**config.mk**
```make
export PLATFORM = sky130hd
export DESIGN_NAME = mem_arbiter
export DESIGN_NICKNAME = d
export VERILOG_FILES = /design/src/rtl/mem_arbiter_pkg.sv /design/src/rtl/mem_arbiter_rr_arb2.sv /design/src/rtl/mem_arbiter.sv
export SDC_FILE = /design/constraint.sdc
export NUM_CORES = 1
export LEC_CHECK = 0
export ABC_AREA = 1
export CAP_MARGIN = 20
export CORE_UTILIZATION = 37
export CTS_BUF_LIST = sky130_fd_sc_hd__clkbuf_8
export DETAILED_ROUTE_END_ITERATION = 6
export PLACE_DENSITY = 0.86
export SKIP_CTS_REPAIR_TIMING = 1
export SYNTH_ARGS = -nofsm -noshare
export SYNTH_HDL_FRONTEND = slang
export SYNTH_SLANG_ARGS = --single-unit
```
**constraint.sdc**
```tcl
create_clock -name clk -period 2.65 [get_ports clk]
set_clock_uncertainty 0.15 [all_clocks]
set_input_delay 0.53 -clock clk [delete_from_list [all_inputs] [get_ports clk]]
set_output_delay 0.53 -clock clk [all_outputs]
set_load 0.01 [all_outputs]
```
**src/rtl/mem_arbiter_pkg.sv**
```systemverilog
// Shared types for the program/data RAM arbiter: owner encoding, bus widths
// and the one-stage read-return tag.
package mem_arbiter_pkg;

    localparam int unsigned ADDR_FULL_W = 16;
    localparam int unsigned DATA_W      = 8;
    localparam int unsigned MEM_DEPTH   = 512;

    typedef logic [ADDR_FULL_W-1:0] addr_t;
    typedef logic [DATA_W-1:0]      data_t;

    typedef enum logic [1:0] {
        OWN_NONE = 2'd0,
        OWN_CPU  = 2'd1,
        OWN_DBG  = 2'd2
    } arb_owner_t;

    typedef struct packed {
        logic       is_read;
        logic       oor;
        arb_owner_t owner;
    } rd_tag_t;

endpackage

```
**src/rtl/mem_arbiter_rr_arb2.sv**
```systemverilog
// Two-way arbiter: round-robin on ties, or fixed priority to requester 0
// when prio_mode is set. Requester 0 is the CPU, requester 1 the debug unit.
module rr_arb2 (
    input  logic       clk,
    input  logic       rst,
    input  logic [1:0] req,
    input  logic       prio_mode,
    output logic [1:0] gnt
);

    logic last_dbg_q;
    logic last_dbg_d;

    always_comb begin
        gnt        = 2'b00;
        last_dbg_d = last_dbg_q;
        if (req == 2'b11) begin
            gnt = (prio_mode || last_dbg_q) ? 2'b01 : 2'b10;
        end else begin
            gnt = req;
        end
        // Pointer only moves when someone was actually served.
        if (gnt != 2'b00) begin
            last_dbg_d = gnt[1];
        end
    end

    // Reset points at debug so the CPU wins the first tie.
    always_ff @(posedge clk) begin
        if (!rst) begin
            last_dbg_q <= 1'b1;
        end else begin
            last_dbg_q <= last_dbg_d;
        end
    end

endmodule

```
**src/rtl/mem_arbiter.sv**
```systemverilog
// Shares the single-port program/data RAM between the CPU (port C) and the
// debug/loader unit (port D), one access per cycle, read data tagged to owner.
module mem_arbiter
    import mem_arbiter_pkg::*;
#(
    parameter int unsigned ADDR_W   = 9,
    parameter int unsigned CPU_PRIO = 0,
    parameter logic [7:0]  OOR_DATA = 8'hFF
) (
    input  logic              clk,
    input  logic              rst,
    input  logic              c_req,
    input  logic              c_we,
    input  logic [15:0]       c_addr,
    input  logic [7:0]        c_wdata,
    output logic              c_gnt,
    output logic              c_rvalid,
    output logic [7:0]        c_rdata,
    input  logic              d_req,
    input  logic              d_we,
    input  logic [15:0]       d_addr,
    input  logic [7:0]        d_wdata,
    output logic              d_gnt,
    output logic              d_rvalid,
    output logic [7:0]        d_rdata,
    output logic              mem_en,
    output logic              mem_we,
    output logic [ADDR_W-1:0] mem_addr,
    output logic [7:0]        mem_wdata,
    input  logic [7:0]        mem_rdata,
    output logic              cpu_stall,
    output logic [1:0]        owner
);

    logic [1:0] arb_req;
    logic [1:0] arb_gnt;
    addr_t      sel_addr;
    data_t      sel_wdata;
    logic       sel_we;
    logic       in_range;
    data_t      rd_val;
    rd_tag_t    tag_q;
    rd_tag_t    tag_d;
    data_t      c_hold_q;
    data_t      c_hold_d;
    data_t      d_hold_q;
    data_t      d_hold_d;

    // Requests are masked while in reset so nothing is granted or issued.
    assign arb_req = {d_req, c_req} & {2{rst}};

    rr_arb2 u_arb (
        .clk       (clk),
        .rst       (rst),
        .req       (arb_req),
        .prio_mode (CPU_PRIO != 0),
        .gnt       (arb_gnt)
    );

    always_comb begin
        c_gnt     = arb_gnt[0];
        d_gnt     = arb_gnt[1];
        sel_addr  = arb_gnt[1] ? d_addr  : c_addr;
        sel_wdata = arb_gnt[1] ? d_wdata : c_wdata;
        sel_we    = arb_gnt[1] ? d_we    : c_we;
        in_range  = (sel_addr >> ADDR_W) == 16'(0);
        mem_en    = (|arb_gnt) & in_range;
        mem_we    = mem_en & sel_we;
        mem_addr  = sel_addr[ADDR_W-1:0];
        mem_wdata = sel_wdata;
        cpu_stall = c_req & rst & ~arb_gnt[0];
        owner     = arb_gnt[0] ? OWN_CPU : (arb_gnt[1] ? OWN_DBG : OWN_NONE);

        tag_d.is_read = (|arb_gnt) & ~sel_we;
        tag_d.oor     = ~in_range;
        tag_d.owner   = arb_owner_t'(owner);
    end

    // Read return: rvalid is masked by rst so an in-flight pulse dies with reset.
    always_comb begin
        rd_val   = tag_q.oor ? OOR_DATA : mem_rdata;
        c_rvalid = rst & tag_q.is_read & (tag_q.owner == OWN_CPU);
        d_rvalid = rst & tag_q.is_read & (tag_q.owner == OWN_DBG);
        c_rdata  = c_rvalid ? rd_val : c_hold_q;
        d_rdata  = d_rvalid ? rd_val : d_hold_q;
        c_hold_d = c_rdata;
        d_hold_d = d_rdata;
    end

    always_ff @(posedge clk) begin
        if (!rst) begin
            tag_q    <= '0;
            c_hold_q <= '0;
            d_hold_q <= '0;
        end else begin
            tag_q    <= tag_d;
            c_hold_q <= c_hold_d;
            d_hold_q <= d_hold_d;
        end
    end

endmodule

```
* Yosys cells after proc, flatten, opt, wreduce, memory -nomap -nowiden
Index checks and enable logic that the tools add are counted.
** Storage, ports and cells
- Bits in read-only memories :: 0
- Memories kept :: 0
- Word-level logic and storage cells :: 34
- Bits in writable memories :: 0
- Input port bits :: 62
- Flip-flop bits (word level) :: 21
- Latch bits :: 0
- Output and inout bits :: 42
** Cells by class
- Order comparisons :: 0
- Reduce and logical (&&, ||, !) cells :: 3
- $add $sub $neg :: 0
- Div/mod/pow operators :: 0
- Equal/unequal tests :: 3
- Bitwise operators :: 12
- Multiply operators :: 0
- Mux-type cells :: 10
- Shifts and indexed selects :: 0
** Operators by type and width (count)
- 8-bit 2-to-1 mux :: 4
- 16-bit zero test :: 1
- 16-bit 2-to-1 mux :: 1
- 1-bit AND :: 8
- 2-bit 2-to-1 mux :: 4
- 2-bit equality test (second input constant) :: 2
- 1-bit inverter :: 3
- 2-bit AND :: 1
- 2-bit by 1-bit equality test with 1-bit output (second input constant) :: 1
- 2-bit nonzero test :: 1
- 2-bit OR reduction :: 1
- 1-bit 2-to-1 mux :: 1

* Depth between registers and ports, before layout
Gate-level depths: netlist of the first run.
- Depth after elaboration :: 7
- Mapped depth :: 7
- Gate-level depth less buffers :: 7

* By module
From an unflattened synthesis of the first run, not the netlist that was laid out.
** Second synthesis, totals
- Cell total of the unflattened synthesis :: 235
- Area total of the unflattened synthesis :: 1378.8 um2
** By module, submodules not included
- mem_arbiter :: cells each 226, seq. area each 400.4 um2, instances 1, area each 1320.0 um2
- rr_arb2 :: cells each 9, seq. area each 20.0 um2, instances 1, area each 58.8 um2

* Worst setup path after synthesis of the first run
OpenSTA, ideal clock, no wires.
- Kind :: input-to-output
- Start point :: input c_req
- End point :: output mem_we
- Buffers on the path :: 0
- Slack :: 817 ps
- Arrival :: 1153 ps
- Data required time :: 1970 ps
- Stages :: 7
- Path through :: nand2_1 nand3_2 inv_2 nand2_1 nand2_1 nand2_1 nor2_1
** Between the ends
- Word-level cells in the longest chain between the ends :: 7
- Elaborated cells on any way between the ends :: 9
- Those cells by class :: eq/ne: 1; mux: 3; bitwise: 3; reduce/logical: 2
** RTL lines
- start: declaration :: RTL line mem_arbiter.sv:12 : input logic c_req,
- 2-bit AND * :: RTL line mem_arbiter.sv:50 : assign arb_req = {d_req, c_req} & {2{rst}};
- 2-bit equality test :: RTL line mem_arbiter_rr_arb2.sv:17 : if (req == 2'b11) begin
- 2-bit 2-to-1 mux * :: RTL line mem_arbiter_rr_arb2.sv:17
- 16-bit 2-to-1 mux :: RTL line mem_arbiter.sv:63 : sel_addr = arb_gnt[1] ? d_addr : c_addr;
- 16-bit zero test :: RTL line mem_arbiter.sv:66 : in_range = (sel_addr >> ADDR_W) == 16'(0);
- 1-bit AND :: RTL line mem_arbiter.sv:67 : mem_en = (|arb_gnt) & in_range;
- 1-bit AND * :: RTL line mem_arbiter.sv:68 : mem_we = mem_en & sel_we;
- end: declaration :: RTL line mem_arbiter.sv:27 : output logic mem_we,
Every way passes the cells marked *; elsewhere a longest branch is shown, timed or not.

* Worst setup path after layout of the first run
- Start point :: input d_req
- End point :: output mem_we
** Between the ends
- Word-level cells in the longest chain between the ends :: 7
- Elaborated cells on any way between the ends :: 9
- Those cells by class :: eq/ne: 1; mux: 3; bitwise: 3; reduce/logical: 2
** RTL lines
- start: declaration :: RTL line mem_arbiter.sv:19 : input logic d_req,
- 2-bit AND * :: RTL line mem_arbiter.sv:50
- 2-bit equality test :: RTL line mem_arbiter_rr_arb2.sv:17
- 2-bit 2-to-1 mux * :: RTL line mem_arbiter_rr_arb2.sv:17
- 16-bit 2-to-1 mux :: RTL line mem_arbiter.sv:63
- 16-bit zero test :: RTL line mem_arbiter.sv:66
- 1-bit AND :: RTL line mem_arbiter.sv:67
- 1-bit AND * :: RTL line mem_arbiter.sv:68
Marks and branches as above.

==> reports/metrics.yaml, run 1 <==
drive_gt1_share_pct: 13.58
multiInputGateArea_sq_um: 684.4
cp.required_ns: 1.97
final-setup-viol-count: 0
ioPinCount: 104
p_leak_nw: 1.677
slew_headroom_pct: 67.13
p_per_area_nw_per_um2: 301.7
postRouteAntennaNets: 0
fillCellCount: 265
clk_pin_slew_ns: 0.07
floorplan.initialDensity_pct: 39.62
track_usage_pct: 19.90
gp_congestion: 0.7709
grt_pass1_vias: 1501
final_cell_area_sq_um: 2673
ys_types: 21
seq_area_frac_synth_pct: 30.83
antenna_found_initial: 0
synthCells: 229
worst_pin_slew_ns: 0.4900
dieArea_sq_um: 3933
grt_max_degree: 18
core_sq_um: 3442
end_kind: "primary output"
regArea_sq_um: 420.4
remaining_drc_errors: 0
clk_latency_ns: 0.26
outcome: "completed"
finalSetupTns_ns: 0
area_growth_pct: 95.96
drt-total-wl_microns: 3937
instances_no_fill: 392
gr-total-overflow: 0
hpwl_microns: 3034
yosysWarnings: 0
mostFrequentLayoutCells: "80 x nand2_1, 78 x clkdlybuf4s50_1, 56 x inv_1"
firstDrtPassIters: 4
grt_first_pass_wirelength_microns: 6306
vias: 1637
dp_cells: 386
ir_worst_vdd_v: 0.0001703
min_period_ns: 2.558
critPathLaunchType: "primary input"
clock-sinks: 21
period_share_pct: 96.53
num_rows: 21
cts-root-buf: "clkbuf_8"
drt_iter0_drc: 28
numCtsBuffers: 3
finalPower_w: 0.0008064
die_h_microns: 62.71
crit_fanout: 4
cap_violations: 0
numPortBuffers: 103
netlist_area_sq_um: 1364
synth_nets: 291
htreeDepth: 1
synth-seq-cells: 21
hold_viol_final: 0
via_per_inst: 4.176
n_antenna_cell: 0
wl_per_cell_microns: 10.04
cts_max_path_buffers: 2
syn_avg_cell_area_sq_um: 5.955
fmax_mhz: 390.9
cts_tree: "built"
drv_slew: 0
hold_path_class: "flip-flop to flip-flop"
cp.arrival_ns: 1.88
worstSetupPathType: "primary input to primary output"
dpl_cell_area_sq_um: 2522
final_nets: 409
layout_commonest_cell: "nand2_1"
dieWidth_microns: 62.71
## stage by stage
| stage | hold WS, ns | utilization (%) | setup slack [ns] |
|---|---|---|---|
| 4_1_cts | 0.3739 | 74.59 | -0.3096 |
| 6_report | 0.3708 | 77.64 | 0.09199 |
| 2_1_floorplan | 0.3355 | - | 0.8169 |
| 3_3_place_gp | 0.3589 | 73.28 | -0.2661 |
| 3_5_place_dp | 0.3640 | 73.28 | -0.3049 |
| 5_1_grt | 0.3944 | 77.64 | -0.05050 |
## state kept, by name, summed over array words and instances (netlist names)
name,count
d_hold_q,8
tag_q,4
c_hold_q,8
u_arb.last_dbg_q,1
## cell usage after synthesis
cell	number	area, sq um
a21oi_1	2	10.01
and2_1	1	6.260
buf_2	2	10.01
buf_4	3	22.52
buf_6	3	33.78
clkbuf_1	1	3.750
clkinv_1	1	3.750
dfxtp_1	21	420.4
inv_1	55	206.5
inv_2	2	7.510
nand2_1	80	300.3
nand2_2	2	12.51
nand2_4	1	11.26
nand3_1	1	5.000
nand3_2	1	10.01
nand3_4	1	17.52
nor2_1	33	123.9
nor2_2	1	6.260
o211ai_1	1	7.510
o21ai_0	1	5.000
o21ai_2	16	140.1
## worst paths after layout
kind         cells after the start                      to  slack [ns]                           from
min                              2     tag_q[0]$_SDFF_PN0_        0.37  u_arb.last_dbg_q$_SDFFE_PN1P_
max                              9                  mem_we        0.09                          d_req
max reg2reg                      7  c_hold_q[2]$_SDFF_PN0_        1.27            tag_q[0]$_SDFF_PN0_
min reg2reg                      2     tag_q[0]$_SDFF_PN0_        0.37  u_arb.last_dbg_q$_SDFFE_PN1P_
## critical path, stage by stage
cell	delay, ns
clkdlybuf4s50_1	0.50
nand3_2	0.14
inv_2	0.11
buf_4	0.11
nand2_1	0.05
nand2_1	0.07
nand2_1	0.07
nor2_1	0.11
dlymetal6s2s_1	0.18
## power by group
group	switching, W	total [W]	internal (W)	leakage [nW]
Clock	0.0000993	0.000202	0.000103	0.0269
Combinational	0.000107	0.000274	0.000167	1.48
Sequential	0.00000602	0.000330	0.000324	0.171
## metal layers
| metal | part of all wire, % | global-route usage, % |
|---|---|---|
| met5 | 0 | 0 |
| met4 | 1.2 | 6.105 |
| met3 | 7.3 | 5.292 |
| met2 | 51 | 36.55 |
| met1 | 40 | 22.05 |
## final cells by class
class                      count  area share, %
clock inverter                 1         0.1404
tap                           46          2.154
inverter                      58          8.240
timing repair buffer         121          46.58
sequential                    21          15.73
multi-input combinational    142          25.61
clock buffer                   3          1.545
## cell families after synthesis
family / synth area share [%]
compound gates: 11.93
simple gates: 36.15
buf+inv: 21.10
flops: 30.83
No activity file was read; power rests on OpenSTA's default activity.
==> run 2, diff against run 1 <==
--- a/config.mk
+++ b/config.mk
@@ -11,6 +11,7 @@
 export CTS_BUF_LIST = sky130_fd_sc_hd__clkbuf_8
 export DETAILED_ROUTE_END_ITERATION = 6
 export PLACE_DENSITY = 0.86
+export REMOVE_ABC_BUFFERS = 1
 export SKIP_CTS_REPAIR_TIMING = 1
 export SYNTH_ARGS = -nofsm -noshare
 export SYNTH_HDL_FRONTEND = slang
==> run 2 against run 1 <==
Effect of this change:
- combinational power decreased by 3%
- design area is 2.3% lower
- flip-flop and latch count stayed put
- first-iteration DRC count rose by 32%
- sequential power barely moved
- global-route usage increased by 0.18 points
- routed wire length rose by 1.9%
- critical endpoint is now c_rdata[7]
- largest cell class unchanged
- largest power group unchanged
==> reports/metrics.yaml, run 2 (same netlist as run 1, synthesis figures left out) <==
cp.arrival_ns: 1.89  # was 1.88 ns
clock-sinks: 21  # unchanged
min_to: "d_hold_q[4]$_SDFF_PN0_"  # was tag_q[0]$_SDFF_PN0_
core_sq_um: 3442  # unchanged
critPathMaxStageDelay_ns: 0.55  # was 0.50 ns
path_cells: "clkbuf_2, nand2_2, inv_2, nand2_4, nand2_1, o21ai_2, inv_1, clkdlybuf4s50_1"  # was clkdlybuf4s50_1, nand3_2, inv_2, buf_4, nand2_1, nand2_1, nand2_1, nor2_1, dlymetal6s2s_1
fmax_mhz: 389.5  # was 390.9 MHz
finalSetupTns_ns: 0  # unchanged
wl_per_cell_microns: 10.45  # was 10.04 microns
grt_pass1_vias: 1549  # was 1501
htreeDepth: 1  # unchanged
holdPathStages: 4  # was 2
mostFrequentLayoutCells: "79 x nand2_1, 77 x clkdlybuf4s50_1, 55 x inv_1"  # was 80 x nand2_1, 78 x clkdlybuf4s50_1, 56 x inv_1
rsz0062_at_grt: "yes"
n_antenna_cell: 0  # unchanged
die_h_microns: 62.71  # unchanged
firstDrtPassIters: 4  # unchanged
crit_family: "buffers and inverters"  # unchanged
clkPwrFrac_pct: 25.9  # was 25.1%
combPwrFrac_pct: 33.1  # was 33.9%
sequentialPowerShare_pct: 41.0  # about the same
cts_max_path_buffers: 2  # unchanged
grt_max_degree: 20  # was 18
p_leak_nw: 1.653  # was 1.677 nW
dpl_cell_area_sq_um: 2470  # was 2522 sq um
final_cell_area_sq_um: 2611  # was 2673 sq um
path_buf_inv: 4  # unchanged
floorplan.initialDensity_pct: 39.62  # unchanged
worstSetupPathType: "primary input to primary output"  # unchanged
dieArea_sq_um: 3933  # unchanged
power.switching_w: 0.0002165  # was 0.0002118 W
numPortBuffers: 103  # unchanged
clk_latency_ns: 0.26  # about the same
crit_start: "rst"  # was d_req
cell_internal_pwr_w: 0.0005894  # was 0.0005945 W
final-setup-viol-count: 0  # unchanged
grt_util_met2_pct: 39.67  # was 36.55%
grt_first_pass_wirelength_microns: 6410  # was 6306 microns
drt-total-wl_microns: 4013  # was 3937 microns
clk_pin_slew_ns: 0.07  # about the same
numCtsBuffers: 3  # unchanged
vias: 1662  # was 1637
worst_pin_slew_ns: 0.5153  # was 0.4900 ns
drive_gt1_share_pct: 12.43  # was 13.58%
grt_use_met3_pct: 4.927  # was 5.292%
hold_viol_final: 0  # unchanged
p_sw_share_pct: 26.86  # was 26.27%
cts_tree: "built"  # unchanged
p_per_area_nw_per_um2: 308.6  # was 301.7 nW/um^2
antenna_found_initial: 0  # unchanged
cts-root-buf: "clkbuf_8"  # unchanged
hold_ws_ns: 0.3790  # was 0.3708 ns
final_nets: 401  # was 409
ir_worst_vdd_v: 0.0001806  # was 0.0001703 V
fin_util_pct: 75.86  # was 77.64%
top_regs: "c_hold_q: 8 flops, d_hold_q: 8 flops, tag_q: 4 flops"  # unchanged
rr_worst_depth: 6  # was 7
postRouteAntennaNets: 0  # unchanged
gp_congestion: 0.7230  # was 0.7709
num_rows: 21  # unchanged
slew_headroom_pct: 65.43  # was 67.13%
end_kind: "primary output"  # unchanged
finalPower_w: 0.0008059  # was 0.0008064 W
gr-total-overflow: 0  # unchanged
cp.required_ns: 1.97  # about the same
reg2reg_slack_ns: 1.26  # was 1.27 ns
rr_startpoint: "tag_q[1]$_SDFF_PN0_"  # was tag_q[0]$_SDFF_PN0_
drv_slew: 0  # unchanged
critPathLaunchType: "primary input"  # unchanged
area_growth_pct: 91.47  # was 95.96%
grt_busiest_layer: "met2"  # unchanged
fillCellCount: 277  # was 265
critPathSlowestCell: "clkdlybuf4s50_1"  # unchanged
rr_endpoint: "c_hold_q[7]$_SDFF_PN0_"  # was c_hold_q[2]$_SDFF_PN0_
crit_fanout: 17  # was 4
period_share_pct: 96.89  # was 96.53%
min_period_ns: 2.567  # was 2.558 ns
hpwl_microns: 3041  # was 3034 microns
cap_violations: 0  # unchanged
track_usage_pct: 20.08  # was 19.90%
dieWidth_microns: 62.71  # unchanged
ioPinCount: 104  # unchanged
remaining_drc_errors: 0  # unchanged
gr-usage-met1_pct: 20.92  # was 22.05%
hp-start: "d_hold_q[4]$_SDFF_PN0_"  # was u_arb.last_dbg_q$_SDFFE_PN1P_
via_per_inst: 4.328  # was 4.176
drt_iter0_drc: 37  # was 28
outcome: "completed"  # unchanged
layout_commonest_cell: "nand2_1"  # unchanged
hold_path_class: "flip-flop to flip-flop"  # unchanged
==> run 2: tightest hold or removal path: stages, from the launching register on <==
cell	delay (ns)
dfxtp_1	0.30
inv_1	0.04
nand2_1	0.05
o21ai_2	0.06
nor2_1	0.04
==> run 2: stage by stage <==
step | instances | worst slack, ns
floorplan | 220 | 0.4331
detailed placement | 379 | -0.3757
global placement | 379 | -0.3100
global route | 384 | -0.01579
CTS | 383 | -0.3926
finish | 384 | 0.08251
==> run 2: per-layer routing <==
metal	routed length, microns	vias to the layer above
met2	2081	69
met4	42	0
li1	-	872
met5	0	-
met3	278	7
met1	1611	714
==> run 2: worst max-delay path by stage <==
stage	end	slack, ns	cells after the start
after floorplan	mem_we	0.43	7
final	c_rdata[7]	0.08	8
after detailed placement	d_rdata[3]	-0.38	8
after global routing	c_rdata[7]	-0.02	8
after CTS	d_rdata[1]	-0.39	8
after global placement	d_rdata[6]	-0.31	8
==> run 2: power by group through the flow <==
stage                     sequential (W)  combinational (W)  clock, W
after global routing            0.000331           0.000291  0.000225
after CTS                       0.000329           0.000271  0.000210
after floorplan                 0.000335          0.0000898         0
final                           0.000331           0.000266  0.000209
after global placement          0.000337           0.000267         0
after detailed placement        0.000337           0.000270         0
==> run 2: layout make-up <==
type	count	area (sq um)	share of cell area, %
Timing Repair Buffer	113	1184	45.33
Clock inverter	1	5.005	0.1917
Tap cell	46	57.56	2.204
Clock buffer	3	41.29	1.581
Inverter	58	217.7	8.337
Sequential cell	21	420.4	16.10
Multi-Input combinational cell	142	685.7	26.26
==> run 3, diff against run 2 <==
--- a/config.mk
+++ b/config.mk
@@ -7,10 +7,11 @@
 export LEC_CHECK = 0
 export ABC_AREA = 1
 export CAP_MARGIN = 20
+export CORE_MARGIN = 5
 export CORE_UTILIZATION = 37
 export CTS_BUF_LIST = sky130_fd_sc_hd__clkbuf_8
 export DETAILED_ROUTE_END_ITERATION = 6
-export PLACE_DENSITY = 0.86
+export PLACE_DENSITY = 0.88
 export REMOVE_ABC_BUFFERS = 1
 export SKIP_CTS_REPAIR_TIMING = 1
 export SYNTH_ARGS = -nofsm -noshare
==> run 3 against run 2 <==
Effect of this change:
- power about the same
- flip-flop and latch count unchanged
- clock power shrank 2%
- final cell count stayed put
- first-iteration DRC count up 70%
- worst hold slack lost 0.0022 ns
- largest power group unchanged
==> reports/metrics.yaml, run 3 (same netlist as run 1, synthesis figures left out) <==
critPathLaunchType: "primary input"  # unchanged
layout_commonest_cell: "clkdlybuf4s50_1"  # was nand2_1
hp-start: "c_hold_q[3]$_SDFF_PN0_"  # was d_hold_q[4]$_SDFF_PN0_
gr-total-overflow: 0  # unchanged
cts_max_path_buffers: 2  # unchanged
min_period_ns: 2.554  # was 2.567 ns
ir_worst_vdd_v: 0.0001955  # was 0.0001806 V
grt_first_pass_wirelength_microns: 6603  # was 6410 microns
drv_slew: 0  # unchanged
mostFrequentLayoutCells: "80 x clkdlybuf4s50_1, 78 x nand2_1, 55 x inv_1"  # was 79 x nand2_1, 77 x clkdlybuf4s50_1, 55 x inv_1
rsz0062_at_grt: "no"  # was yes
clock-sinks: 21  # unchanged
antenna_found_initial: 0  # unchanged
clk_pin_slew_ns: 0.07  # about the same
worstSetupPathType: "primary input to primary output"  # unchanged
firstDrtPassIters: 4  # unchanged
cp.required_ns: 1.97  # about the same
finalSetupTns_ns: 0  # unchanged
slew_headroom_pct: 65.42  # was 65.43%
n_antenna_cell: 0  # unchanged
fmax_mhz: 391.5  # was 389.5 MHz
num_rows: 22  # was 21
outcome: "completed"  # unchanged
top_regs: "c_hold_q: 8 flops, d_hold_q: 8 flops, tag_q: 4 flops"  # unchanged
cts-root-buf: "clkbuf_8"  # unchanged
final-setup-viol-count: 0  # unchanged
fillCellCount: 286  # was 277
endpoint: "c_gnt"  # was c_rdata[7]
p_per_area_nw_per_um2: 308.3  # was 308.6 nW/um^2
rr_worst_depth: 6  # unchanged
postRouteAntennaNets: 0  # unchanged
regArea_sq_um: 420.4  # unchanged
hold_ws_ns: 0.3768  # was 0.3790 ns
final_nets: 399  # was 401
die_h_microns: 70.71  # was 62.71 microns
hpwl_microns: 3539  # was 3041 microns
p_leak_nw: 1.601  # was 1.653 nW
period_share_pct: 96.38  # was 96.89%
drive_gt1_share_pct: 12.20  # was 12.43%
hold_path_class: "flip-flop to flip-flop"  # unchanged
instances_no_fill: 384  # unchanged
dieWidth_microns: 70.71  # was 62.71 microns
numCtsBuffers: 3  # unchanged
multiInputGateArea_sq_um: 700.7  # was 685.7 sq um
clk_latency_ns: 0.26  # about the same
dp_cells: 379  # unchanged
remaining_drc_errors: 0  # unchanged
track_usage_pct: 16.03  # was 20.08%
numPortBuffers: 103  # unchanged
grt_pass1_vias: 1589  # was 1549
rr_endpoint: "c_hold_q[0]$_SDFF_PN0_"  # was c_hold_q[7]$_SDFF_PN0_
core_sq_um: 3606  # was 3442 sq um
hold_viol_final: 0  # unchanged
ioPinCount: 104  # unchanged
htreeDepth: 1  # unchanged
cp.arrival_ns: 1.87  # was 1.89 ns
crit_fanout: 4  # was 17
floorplan.initialDensity_pct: 37.82  # was 39.62%
gp_congestion: 0.7630  # was 0.7230
grt_max_degree: 19  # was 20
via_per_inst: 4.365  # was 4.328
reg2reg_slack_ns: 1.26  # about the same
rr_startpoint: "tag_q[1]$_SDFF_PN0_"  # unchanged
dieArea_sq_um: 5000  # was 3933 sq um
worst_pin_slew_ns: 0.5156  # was 0.5153 ns
cts_tree: "built"  # unchanged
cap_violations: 0  # unchanged
area_growth_pct: 91.56  # was 91.47%
drt-total-wl_microns: 4392  # was 4013 microns
crit_start: "d_req"  # was rst
vias: 1676  # was 1662
end_kind: "primary output"  # unchanged
drt_iter0_drc: 63  # was 37
wl_per_cell_microns: 11.44  # was 10.45 microns
## run 3: how the worst min path moves through the flow
| stage | endpoint | slack, ns | cells after the start |
|---|---|---|---|
| finish | c_hold_q[3]$_SDFF_PN0_ | 0.38 | 4 |
| CTS | c_hold_q[3]$_SDFF_PN0_ | 0.38 | 4 |
| global route | c_hold_q[3]$_SDFF_PN0_ | 0.42 | 4 |
| detailed placement | c_hold_q[3]$_SDFF_PN0_ | 0.36 | 4 |
| global placement | c_hold_q[3]$_SDFF_PN0_ | 0.36 | 4 |
| floorplan | tag_q[0]$_SDFF_PN0_ | 0.34 | 2 |
## run 3: where the power goes
part	internal [W]	leakage (nW)	switching, W
clock	0.000105	0.0255	0.0000994
sequential	0.000324	0.171	0.00000648
combinational	0.000161	1.40	0.000110
total	0.000590	1.60	0.000216
## run 3: through the flow
stage	worst slack (ns)	utilization [%]	area (sq um)	power (W)
2_1_floorplan	0.4331	-	1294	0.0004251
3_3_place_gp	-0.2549	68.15	2457	0.0006038
3_5_place_dp	-0.3062	68.15	2457	0.0006084
4_1_cts	-0.3065	69.43	2504	0.0008119
5_1_grt	0.02648	72.45	2613	0.0008546
6_report	0.09587	72.45	2613	0.0008055
## run 3: worst max-delay path, cell delays in order
cell	delay, ns
clkdlybuf4s50_1	0.47
buf_4	0.18
a21oi_2	0.14
clkdlybuf4s50_1	0.55
## run 3: area by class of cell
type | count | share of cell area, %
Timing Repair Buffer | 111 | 44.59
Tap cell | 48 | 2.299
Multi-Input combinational cell | 142 | 26.82
Clock inverter | 1 | 0.1916
Clock buffer | 3 | 1.580
Sequential cell | 21 | 16.09
Inverter | 58 | 8.429
## run 3: per-layer routing
metal  GRT usage, %  routed length [microns]
met1          15.09                     1529
met3          8.665                      610
met5              0                        0
met4          3.132                       82
met2          30.48                     2170
